File: src/rtl/freq_hop_pkg.sv
// Shared constants and read-FSM encoding for the frequency-hop
// ping-pong RAM sequencer.
package freq_hop_pkg;

    localparam int WORDS_PER_BANK = 128;
    localparam int BYTES_PER_BANK = 4 * WORDS_PER_BANK;
    localparam int WR_BANK_BIT    = $clog2(WORDS_PER_BANK);
    localparam int RD_BANK_BIT    = $clog2(BYTES_PER_BANK);

    typedef enum logic [1:0] {
        RD_EMPTY = 2'd0,
        RD_RUN   = 2'd1,
        RD_SWAP  = 2'd2
    } rd_state_e;

endpackage

File: src/rtl/freq_hop_fill_ctrl.sv
// Fill-side pointer: write bank, word counter, per-bank full flags
// and the stall / move-to-freed-bank rule.
module freq_hop_fill_ctrl #(
    parameter int WORDS_PER_BANK = 128
) (
    input  logic                                clk_i,
    input  logic                                rst_ni,
    input  logic                                clr_i,
    input  logic                                wr_en_i,
    input  logic                                rel_i,
    input  logic                                rel_bank_i,
    output logic                                wr_ready_o,
    output logic                                wr_acc_o,
    output logic                                wr_bank_o,
    output logic [freq_hop_pkg::WR_BANK_BIT-1:0] wr_cnt_o,
    output logic [1:0]                          bank_full_o
);
    import freq_hop_pkg::*;

    localparam logic [WR_BANK_BIT-1:0] LAST = WR_BANK_BIT'(WORDS_PER_BANK - 1);

    logic                   wr_bank_q, wr_bank_d;
    logic [WR_BANK_BIT-1:0] wr_cnt_q, wr_cnt_d;
    logic [1:0]             full_q, full_d;
    logic                   own_full;
    logic                   other_full;

    assign own_full   = full_q[wr_bank_q];
    assign other_full = full_q[~wr_bank_q];
    assign wr_ready_o = !own_full;
    assign wr_acc_o   = wr_en_i && !own_full;

    always_comb begin
        wr_bank_d = wr_bank_q;
        wr_cnt_d  = wr_cnt_q;
        full_d    = full_q;
        if (wr_acc_o) begin
            if (wr_cnt_q == LAST) begin
                full_d[wr_bank_q] = 1'b1;
                wr_cnt_d          = '0;
                if (!other_full) begin
                    wr_bank_d = ~wr_bank_q;
                end
            end else begin
                wr_cnt_d = wr_cnt_q + 1'b1;
            end
        end else if (own_full && !other_full) begin
            // stalled writer follows the bank the reader just freed
            wr_bank_d = ~wr_bank_q;
        end
        if (rel_i) begin
            full_d[rel_bank_i] = 1'b0;
        end
    end

    always_ff @(posedge clk_i or negedge rst_ni) begin
        if (!rst_ni) begin
            wr_bank_q <= 1'b0;
            wr_cnt_q  <= '0;
            full_q    <= '0;
        end else if (clr_i) begin
            wr_bank_q <= 1'b0;
            wr_cnt_q  <= '0;
            full_q    <= '0;
        end else begin
            wr_bank_q <= wr_bank_d;
            wr_cnt_q  <= wr_cnt_d;
            full_q    <= full_d;
        end
    end

    assign wr_bank_o   = wr_bank_q;
    assign wr_cnt_o    = wr_cnt_q;
    assign bank_full_o = full_q;

endmodule

File: src/rtl/freq_hop_pingpong_ctrl.sv
// Ping-pong frequency-hop RAM sequencer: DSP fill side, hop-code drain
// side with valid pipeline, bank swapping and sticky error flags.
module freq_hop_pingpong_ctrl #(
    parameter int WORDS_PER_BANK = freq_hop_pkg::WORDS_PER_BANK,
    parameter int RAM_RD_LAT     = 1
) (
    input  logic        clk_200M_in,
    input  logic        rst_n_in,
    input  logic        sync_clr,
    input  logic        dsp_wr_en,
    input  logic [31:0] dsp_wr_data,
    output logic        dsp_wr_ready,
    input  logic        hop_req,
    output logic [7:0]  hop_freq_out,
    output logic        hop_freq_valid,
    output logic        ram_wea,
    output logic [7:0]  ram_addra,
    output logic [31:0] ram_dina,
    output logic [9:0]  ram_addrb,
    input  logic [7:0]  ram_doutb,
    output logic [1:0]  bank_full,
    output logic        overflow_err,
    output logic        underflow_err
);
    import freq_hop_pkg::*;

    localparam int VLD_W = RAM_RD_LAT + 1;

    logic                   wr_acc;
    logic                   wr_bank;
    logic [WR_BANK_BIT-1:0] wr_cnt;
    logic [1:0]             full;
    logic                   rd_acc;
    logic                   rd_rel;

    rd_state_e              rd_state_q;
    logic                   rd_bank_q;
    logic [RD_BANK_BIT-1:0] rd_cnt_q;
    logic [9:0]             addrb_q;
    logic [VLD_W-1:0]       vld_q;
    logic                   hop_vld_q;
    logic [7:0]             hop_q;
    logic                   wea_q;
    logic [7:0]             addra_q;
    logic [31:0]            dina_q;
    logic                   ovf_q;
    logic                   unf_q;

    assign rd_acc = hop_req && (rd_state_q == RD_RUN);
    assign rd_rel = rd_acc && (rd_cnt_q == '1);

    freq_hop_fill_ctrl #(
        .WORDS_PER_BANK(WORDS_PER_BANK)
    ) u_fill (
        .clk_i       (clk_200M_in),
        .rst_ni      (rst_n_in),
        .clr_i       (sync_clr),
        .wr_en_i     (dsp_wr_en),
        .rel_i       (rd_rel),
        .rel_bank_i  (rd_bank_q),
        .wr_ready_o  (dsp_wr_ready),
        .wr_acc_o    (wr_acc),
        .wr_bank_o   (wr_bank),
        .wr_cnt_o    (wr_cnt),
        .bank_full_o (full)
    );

    always_ff @(posedge clk_200M_in or negedge rst_n_in) begin
        if (!rst_n_in) begin
            rd_state_q <= RD_EMPTY;
            rd_bank_q  <= 1'b0;
            rd_cnt_q   <= '0;
            addrb_q    <= '0;
            vld_q      <= '0;
            hop_vld_q  <= 1'b0;
            hop_q      <= '0;
            wea_q      <= 1'b0;
            addra_q    <= '0;
            dina_q     <= '0;
            ovf_q      <= 1'b0;
            unf_q      <= 1'b0;
        end else if (sync_clr) begin
            rd_state_q <= RD_EMPTY;
            rd_bank_q  <= 1'b0;
            rd_cnt_q   <= '0;
            addrb_q    <= '0;
            vld_q      <= '0;
            hop_vld_q  <= 1'b0;
            hop_q      <= '0;
            wea_q      <= 1'b0;
            addra_q    <= '0;
            dina_q     <= '0;
            ovf_q      <= 1'b0;
            unf_q      <= 1'b0;
        end else begin
            unique case (rd_state_q)
                RD_EMPTY: begin
                    if (full[rd_bank_q]) begin
                        rd_state_q <= RD_RUN;
                    end
                end
                RD_RUN: begin
                    if (rd_acc) begin
                        addrb_q  <= {rd_bank_q, rd_cnt_q};
                        rd_cnt_q <= rd_cnt_q + 1'b1;
                        if (rd_rel) begin
                            rd_bank_q  <= ~rd_bank_q;
                            rd_state_q <= RD_SWAP;
                        end
                    end
                end
                RD_SWAP: begin
                    rd_state_q <= full[rd_bank_q] ? RD_RUN : RD_EMPTY;
                end
                default: rd_state_q <= RD_EMPTY;
            endcase

            // the last stage lines up with ram_doutb for the oldest request
            vld_q     <= (vld_q << 1) | VLD_W'(rd_acc);
            hop_vld_q <= vld_q[VLD_W-1];
            if (vld_q[VLD_W-1]) begin
                hop_q <= ram_doutb;
            end

            wea_q <= wr_acc;
            if (wr_acc) begin
                addra_q <= {wr_bank, wr_cnt};
                dina_q  <= dsp_wr_data;
            end

            if (dsp_wr_en && !dsp_wr_ready) begin
                ovf_q <= 1'b1;
            end
            if (hop_req && (rd_state_q != RD_RUN)) begin
                unf_q <= 1'b1;
            end
        end
    end

    assign hop_freq_out   = hop_q;
    assign hop_freq_valid = hop_vld_q;
    assign ram_wea        = wea_q;
    assign ram_addra      = addra_q;
    assign ram_dina       = dina_q;
    assign ram_addrb      = addrb_q;
    assign bank_full      = full;
    assign overflow_err   = ovf_q;
    assign underflow_err  = unf_q;

endmodule
File: config.mk
export PLATFORM = sky130hd
export DESIGN_NAME = freq_hop_pingpong_ctrl
export DESIGN_NICKNAME = d
export VERILOG_FILES = /design/src/rtl/freq_hop_pkg.sv /design/src/rtl/freq_hop_fill_ctrl.sv /design/src/rtl/freq_hop_pingpong_ctrl.sv
export SDC_FILE = /design/constraint.sdc
export NUM_CORES = 1
export LEC_CHECK = 0
export ABC_CLOCK_PERIOD_IN_PS = 1400
export CAP_MARGIN = 20
export CORE_MARGIN = 2
export CORE_UTILIZATION = 25
export CTS_CLUSTER_DIAMETER = 150
export DETAILED_ROUTE_END_ITERATION = 8
export PLACE_DENSITY = 0.54
export SYNTH_ARGS = -nofsm -noshare
export SYNTH_HDL_FRONTEND = slang
export SYNTH_SLANG_ARGS = --single-unit
File: constraint.sdc
create_clock -name clk_200M_in -period 1.4 [get_ports clk_200M_in]
set_input_delay 0.28 -clock clk_200M_in [delete_from_list [all_inputs] [get_ports clk_200M_in]]
set_output_delay 0.28 -clock clk_200M_in [all_outputs]
set_load 0.005 [all_outputs]
After elaboration in Yosys (flattened, before gate mapping)
Index checks and enable logic that the tools add are counted.
{ "word_totals": {"register_bits": 86, "in_bits": 45, "word_cells": 112} }
{ "classes": {"n_addsub": 2, "order_cmp": 5, "eq_ne": 10, "muxes": 51, "bitwise": 6, "reduce_logical": 23} }
{ "ops": {"columns": ["cell", "count"], "rows": [
  ["32-bit 2-to-1 mux", 2],
  ["8-bit 2-to-1 mux", 4],
  ["10-bit 2-to-1 mux", 3],
  ["9-bit 2-to-1 mux", 3],
  ["1-bit 2-to-1 mux", 24],
  ["7-bit 2-to-1 mux", 3],
  ["2-bit 2-to-1 mux", 9],
  ["2-bit nonzero test", 7],
  ["3-bit != test (second input constant)", 4],
  ["9-bit by 1-bit adder with 9-bit output (second input constant)", 1],
  ["9-bit == test (second input constant)", 1],
  ["3-bit AND reduction", 3],
  ["1-bit logical AND", 8],
  ["7-bit by 1-bit adder with 7-bit output (second input constant)", 1],
  ["7-bit == test (second input constant)", 1],
  ["1-bit by 2-bit less-than comparator with 1-bit output (second input constant)", 3],
  ["2-bit case mux with 3 select lines", 1],
  ["3-bit by 2-bit != test with 1-bit output (second input constant)", 1],
  ["3-bit nonzero test", 1],
  ["2-bit bitwise AND", 1],
  ["1-bit demux with 1-bit select", 2],
  ["2-bit by 1-bit == test with 1-bit output (second input constant)", 1],
  ["2-bit == test (second input constant)", 1],
  ["1-bit greater-or-equal comparator (second input constant)", 2],
  ["other kinds (8)", 10]
]} }

Longest topological paths before layout
{ "depth": {"depth_word": 10, "depth_mapped": 7} }

Modules after synthesis
From an unflattened synthesis, not the netlist that was laid out.
{ "hier_totals": {"cells_unflattened": 344, "area_unflattened_um2": 3719.8} }
{ "modules_own_cells": {"columns": ["module", "instances", "cells_each", "area_per_inst_um2"], "rows": [
  ["freq_hop_pingpong_ctrl", 1, 279, 3119.2],
  ["freq_hop_fill_ctrl", 1, 65, 600.6]
]} }

Worst setup path before layout
OpenSTA, ideal clock, no wires.
{ "synth_path": {"kind": "register -> register", "startpoint": "reg u_fill.wr_bank_q (netlist: u_fill.wr_bank_o)", "endpoint": "reg u_fill.wr_cnt_q[5] (netlist: u_fill.wr_cnt_o[5])", "setup_time_ns": 0.078, "arrival_ns": 1.364, "t_required_ns": 1.322, "setup_slack_ns": -0.042, "stages_incl_launch_ff": 4, "path_cell_list": "dfrtp_1 -> mux2_4 -> or4_1 -> a21oi_1"} }
{ "synth_between": {"elab_chain_len": 5} }
{ "synth_rtl": {"columns": ["element", "line", "text"], "rows": [
  ["start, declared", "freq_hop_fill_ctrl.sv:22", "logic wr_bank_q, wr_bank_d;"],
  ["start signal, assigned", "freq_hop_fill_ctrl.sv:66", "wr_bank_q <= wr_bank_d;"],
  ["1-bit 2-to-1 mux (not written as such) (2 in series)", "freq_hop_fill_ctrl.sv:28", "assign own_full = full_q[wr_bank_q];"],
  ["1-bit logical NOT", "freq_hop_fill_ctrl.sv:31", "assign wr_acc_o = wr_en_i && !own_full;"],
  ["1-bit logical AND", "freq_hop_fill_ctrl.sv:31", null],
  ["2-bit nonzero test (no source line)", null, null],
  ["end signal, assigned", "freq_hop_fill_ctrl.sv:67", "wr_cnt_q <= wr_cnt_d;"],
  ["end, declared", "freq_hop_fill_ctrl.sv:23", "logic [WR_BANK_BIT-1:0] wr_cnt_q, wr_cnt_d;"]
]} }
Every way passes these cells. The select of a mux whose other input is x is not followed.
A chain may end at the register's enable or synchronous reset.

Final worst setup path
{ "layout_path": {"startpoint": "reg u_fill.wr_bank_q (netlist: u_fill.wr_bank_o)", "endpoint": "reg u_fill.wr_cnt_q[6] (netlist: u_fill.wr_cnt_o[6])"} }
The elaborated chain is that of the path after synthesis.

==> results.ini <==
[layout]
antenna-diode-count = 0
fill_cells = 1464
drive_gt1_share_pct = 26.5
nNetsFinal = 592
syn_to_final_growth_pct = 62.7
fin_area_um2 = 6130

[clock_network]
cts_root_buf = clkbuf_16
clk_pin_slew_ns = 0.06
htree_levels = 3
cts_max_path_buffers = 2
cts_buffers = 9
clock_latency_ns = 0.34
cts_sinks = 86
cts_tree = done

[timing]
setup_violations = 51
fmax_mhz = 642
slew_violations = 0
clock_skew_ns = 0.00593
tightest_slew_ns = 0.535
hold_violations = 0
rsz0062_at_grt = true
setup_slack_ns = -0.157
layout_worst_path_cycle_share_pct = 111
fin_crit_ns = 1.56
slew-limit-headroom_pct = 64.3

[synth]
synthTopCellsByArea = dfrtp_1, a21oi_1, o21ai_0
syn-num-nets = 438
synth_top_flop_cell = dfrtp_1
synth_warnings = 0
syn_inst = 390
synth-seq-area-share_pct = 57.1
syn_avg_cell_area_um2 = 9.66
ys_types = 39
synth-edff-count = 0
synthesis.area_um2 = 3770
yosysTopAreaCell = dfrtp_1
synth-seq-cells = 86
synth.top_cell.area_share_pct = 57.1
synthArstFlopShare_pct = 100

[drt]
dr_total_vias = 3571
routed_wl_um = 11400
antenna_left = 0
drc = 0
first_pass_iters = 4
wire_per_inst_um = 15.7
drt-initial-drc-count = 158
via_per_inst = 4.89

[floorplan]
io_pins = 110
die-area_um2 = 16100
core_um2 = 14600
initial_core_util_pct = 25.7
fp.dieH_um = 127
fp-row-count = 44
die_w_um = 127

[outcome]
outcome = finished, violations left
violations = setup timing

[worst_setup_path]
critPathSlowestCell = or4_4
cp-endpoint = u_fill.wr_cnt_o[6]
crit_type = reg2reg
cp.required_ns = 1.66
r2r_slack_ns = -0.16
r2r_cells = 4
slowest_delay_ns = 0.47
worstReg2RegEnd = u_fill.wr_cnt_o[6]
critPathCaptureType = flop
crit_path_max_fanout = 4
r2r-start = u_fill.wr_bank_o
start_kind = flop
path_cells = mux2_4 > buf_6 > or4_4 > a21oi_2
worstPathArrival_ns = 1.82
crit_start = u_fill.wr_bank_o

[grt]
first_global_vias = 3726
track_usage_pct = 14.4
antenna_found_initial = 0
grt_pass1_wl_um = 18700
grt-ovfl-total = 0
grt_max_degree = 87

[power]
max-vdd-ir-drop_mv = 0.497
leakagePower_uw = 0.00284
power.density_nw_per_um2 = 894

[place]
dp_slack_ns = -0.330
hpwlAfterDp_um = 7250
dpl_cell_area_um2 = 5330
gp_congestion = 0.777
numPortBuffers = 109

[run]
maxCapViolCount = 0

[hold_path]
holdCritPathClass = in2reg
hp-start = sync_clr

cell families after synthesis:
kind of cell | after synthesis | synth area share [%]
muxes | 11 | 3.12
and+or+nand+nor | 122 | 16.0
DFF | 86 | 57.1
xor gates and xnor gates | 3 | 0.698
buffers and inverters | 40 | 4.39
adders and majority gates | 3 | 0.997
AOI/OAI and AO/OA | 125 | 17.6
metrics by stage:
step | power, uW | utilization [%] | hold slack [ns] | std cells | TNS [ns]
3_3_place_gp | 3120 | 36.4 | 0.362 | 697 | -4.40
3_5_place_dp | 3130 | 36.4 | 0.365 | 697 | -5.27
5_1_grt | 5730 | 41.8 | 0.381 | 731 | -6.74
4_1_cts | 5520 | 40.5 | 0.356 | 729 | -3.66
6_report | 5480 | 41.8 | 0.375 | 731 | -3.63
2_1_floorplan | 2760 | - | -0.0156 | 390 | -0.00158
cell type report:
cell class / count / area (um^2) / area share, %
clock buffers: 14 / 294 / 4.80
multi-input cells: 264 / 1770 / 28.9
repair buffers: 175 / 1640 / 26.8
well taps: 184 / 230 / 3.76
inverters: 8 / 35.0 / 0.572
flip-flops and latches: 86 / 2150 / 35.1
cells in the mapped netlist, drive strengths merged (2+ instances only):
master  instances
mux2i           8
ha              3
inv             7
buf            13
a211oi          2
mux2            3
nand3          45
clkbuf         19
nor2           18
dfrtp          86
nand4           5
nand2          30
xnor2           2
or3             3
a31oi           3
or4             5
a21oi          63
nor3            3
o31ai           4
nor2b           5
o21ai          47
nand4b          2
flip-flops by register name, summed over array words and instances (netlist names), 2 cells and up:
| register | count |
|---|---|
| ram_dina | 32 |
| u_fill.wr_cnt_o | 7 |
| ram_addrb | 10 |
| hop_freq_out | 8 |
| ram_addra | 8 |
| u_fill.bank_full_o | 2 |
| rd_state_q | 2 |
| rd_cnt_q | 9 |
| vld_q | 2 |
power breakdown:
group / total (uW) / internal, uW / switching [uW]
Clock: 2380 / 1430 / 954
Combinational: 525 / 256 / 269
Sequential: 2570 / 2540 / 30.8
critical path, delay by kind of cell, from the launching register on:
family | cells | cell delay (ns)
AOI/OAI and AO/OA | 1 | 0.13
buffers and inverters | 1 | 0.14
DFF | 1 | 0.39
muxes | 1 | 0.35
and+or+nand+nor | 1 | 0.47
cells in the final DEF (no fill, tap or decap), types with 3 or more instances in the layout:
master           Yosys  routed
dfrtp_1             86      86
dlygate4sd2_1        0      62
buf_4                0      47
a21oi_1             63      43
clkdlybuf4s50_1      0      40
o21ai_0             47      35
nand2_1             30      29
nand3_1             45      23
a21oi_2              0      20
nor2_1              18      18
nand3_2              0      15
o21ai_1              0      10
clkbuf_16            0       9
buf_6                1       9
mux2i_1              8       8
inv_1                7       7
nand3_4              0       7
buf_12               0       7
nand4_1              5       5
nor2b_1              5       5
clkbuf_8             0       5
o31ai_1              4       4
a31oi_1              3       3
or4_1                5       3
ha_2                 0       3
buf_2                6       3
metal layers:
| metal | track usage, % | vias up | routed length, um |
|---|---|---|---|
| met3 | 3.50 | 16 | 577 |
| met2 | 24.0 | 100 | 5510 |
| met4 | 4.72 | 0 | 196 |
| met5 | 0 | - | 0 |
| li1 | - | 1699 | - |
| met1 | 18.5 | 1756 | 5170 |
repair_timing:
| item | CTS | global route |
|---|---|---|
| setup buffers | 13 | 6 |
| gates cloned | 5 | 0 |
| hold buffers | 1 | 0 |
| gates resized for setup | 116 | 56 |
| pin swaps | 17 | 39 |
| endpoints found under the hold margin | 2 | 0 |
| endpoints found under the setup margin | 115 | 60 |
how the worst min path moves through the flow:
stage          cells past startpoint                  to  slack, ns
2_1_floorplan                      0     hop_freq_out[0]      -0.02
3_3_place_gp                       2        ram_addrb[4]       0.36
3_5_place_dp                       2        ram_addrb[4]       0.36
4_1_cts                            2  u_fill.wr_cnt_o[4]       0.36
5_1_grt                            2  u_fill.wr_cnt_o[4]       0.38
6_report                           2  u_fill.wr_cnt_o[4]       0.37
Power figures use the tool's default switching activity.
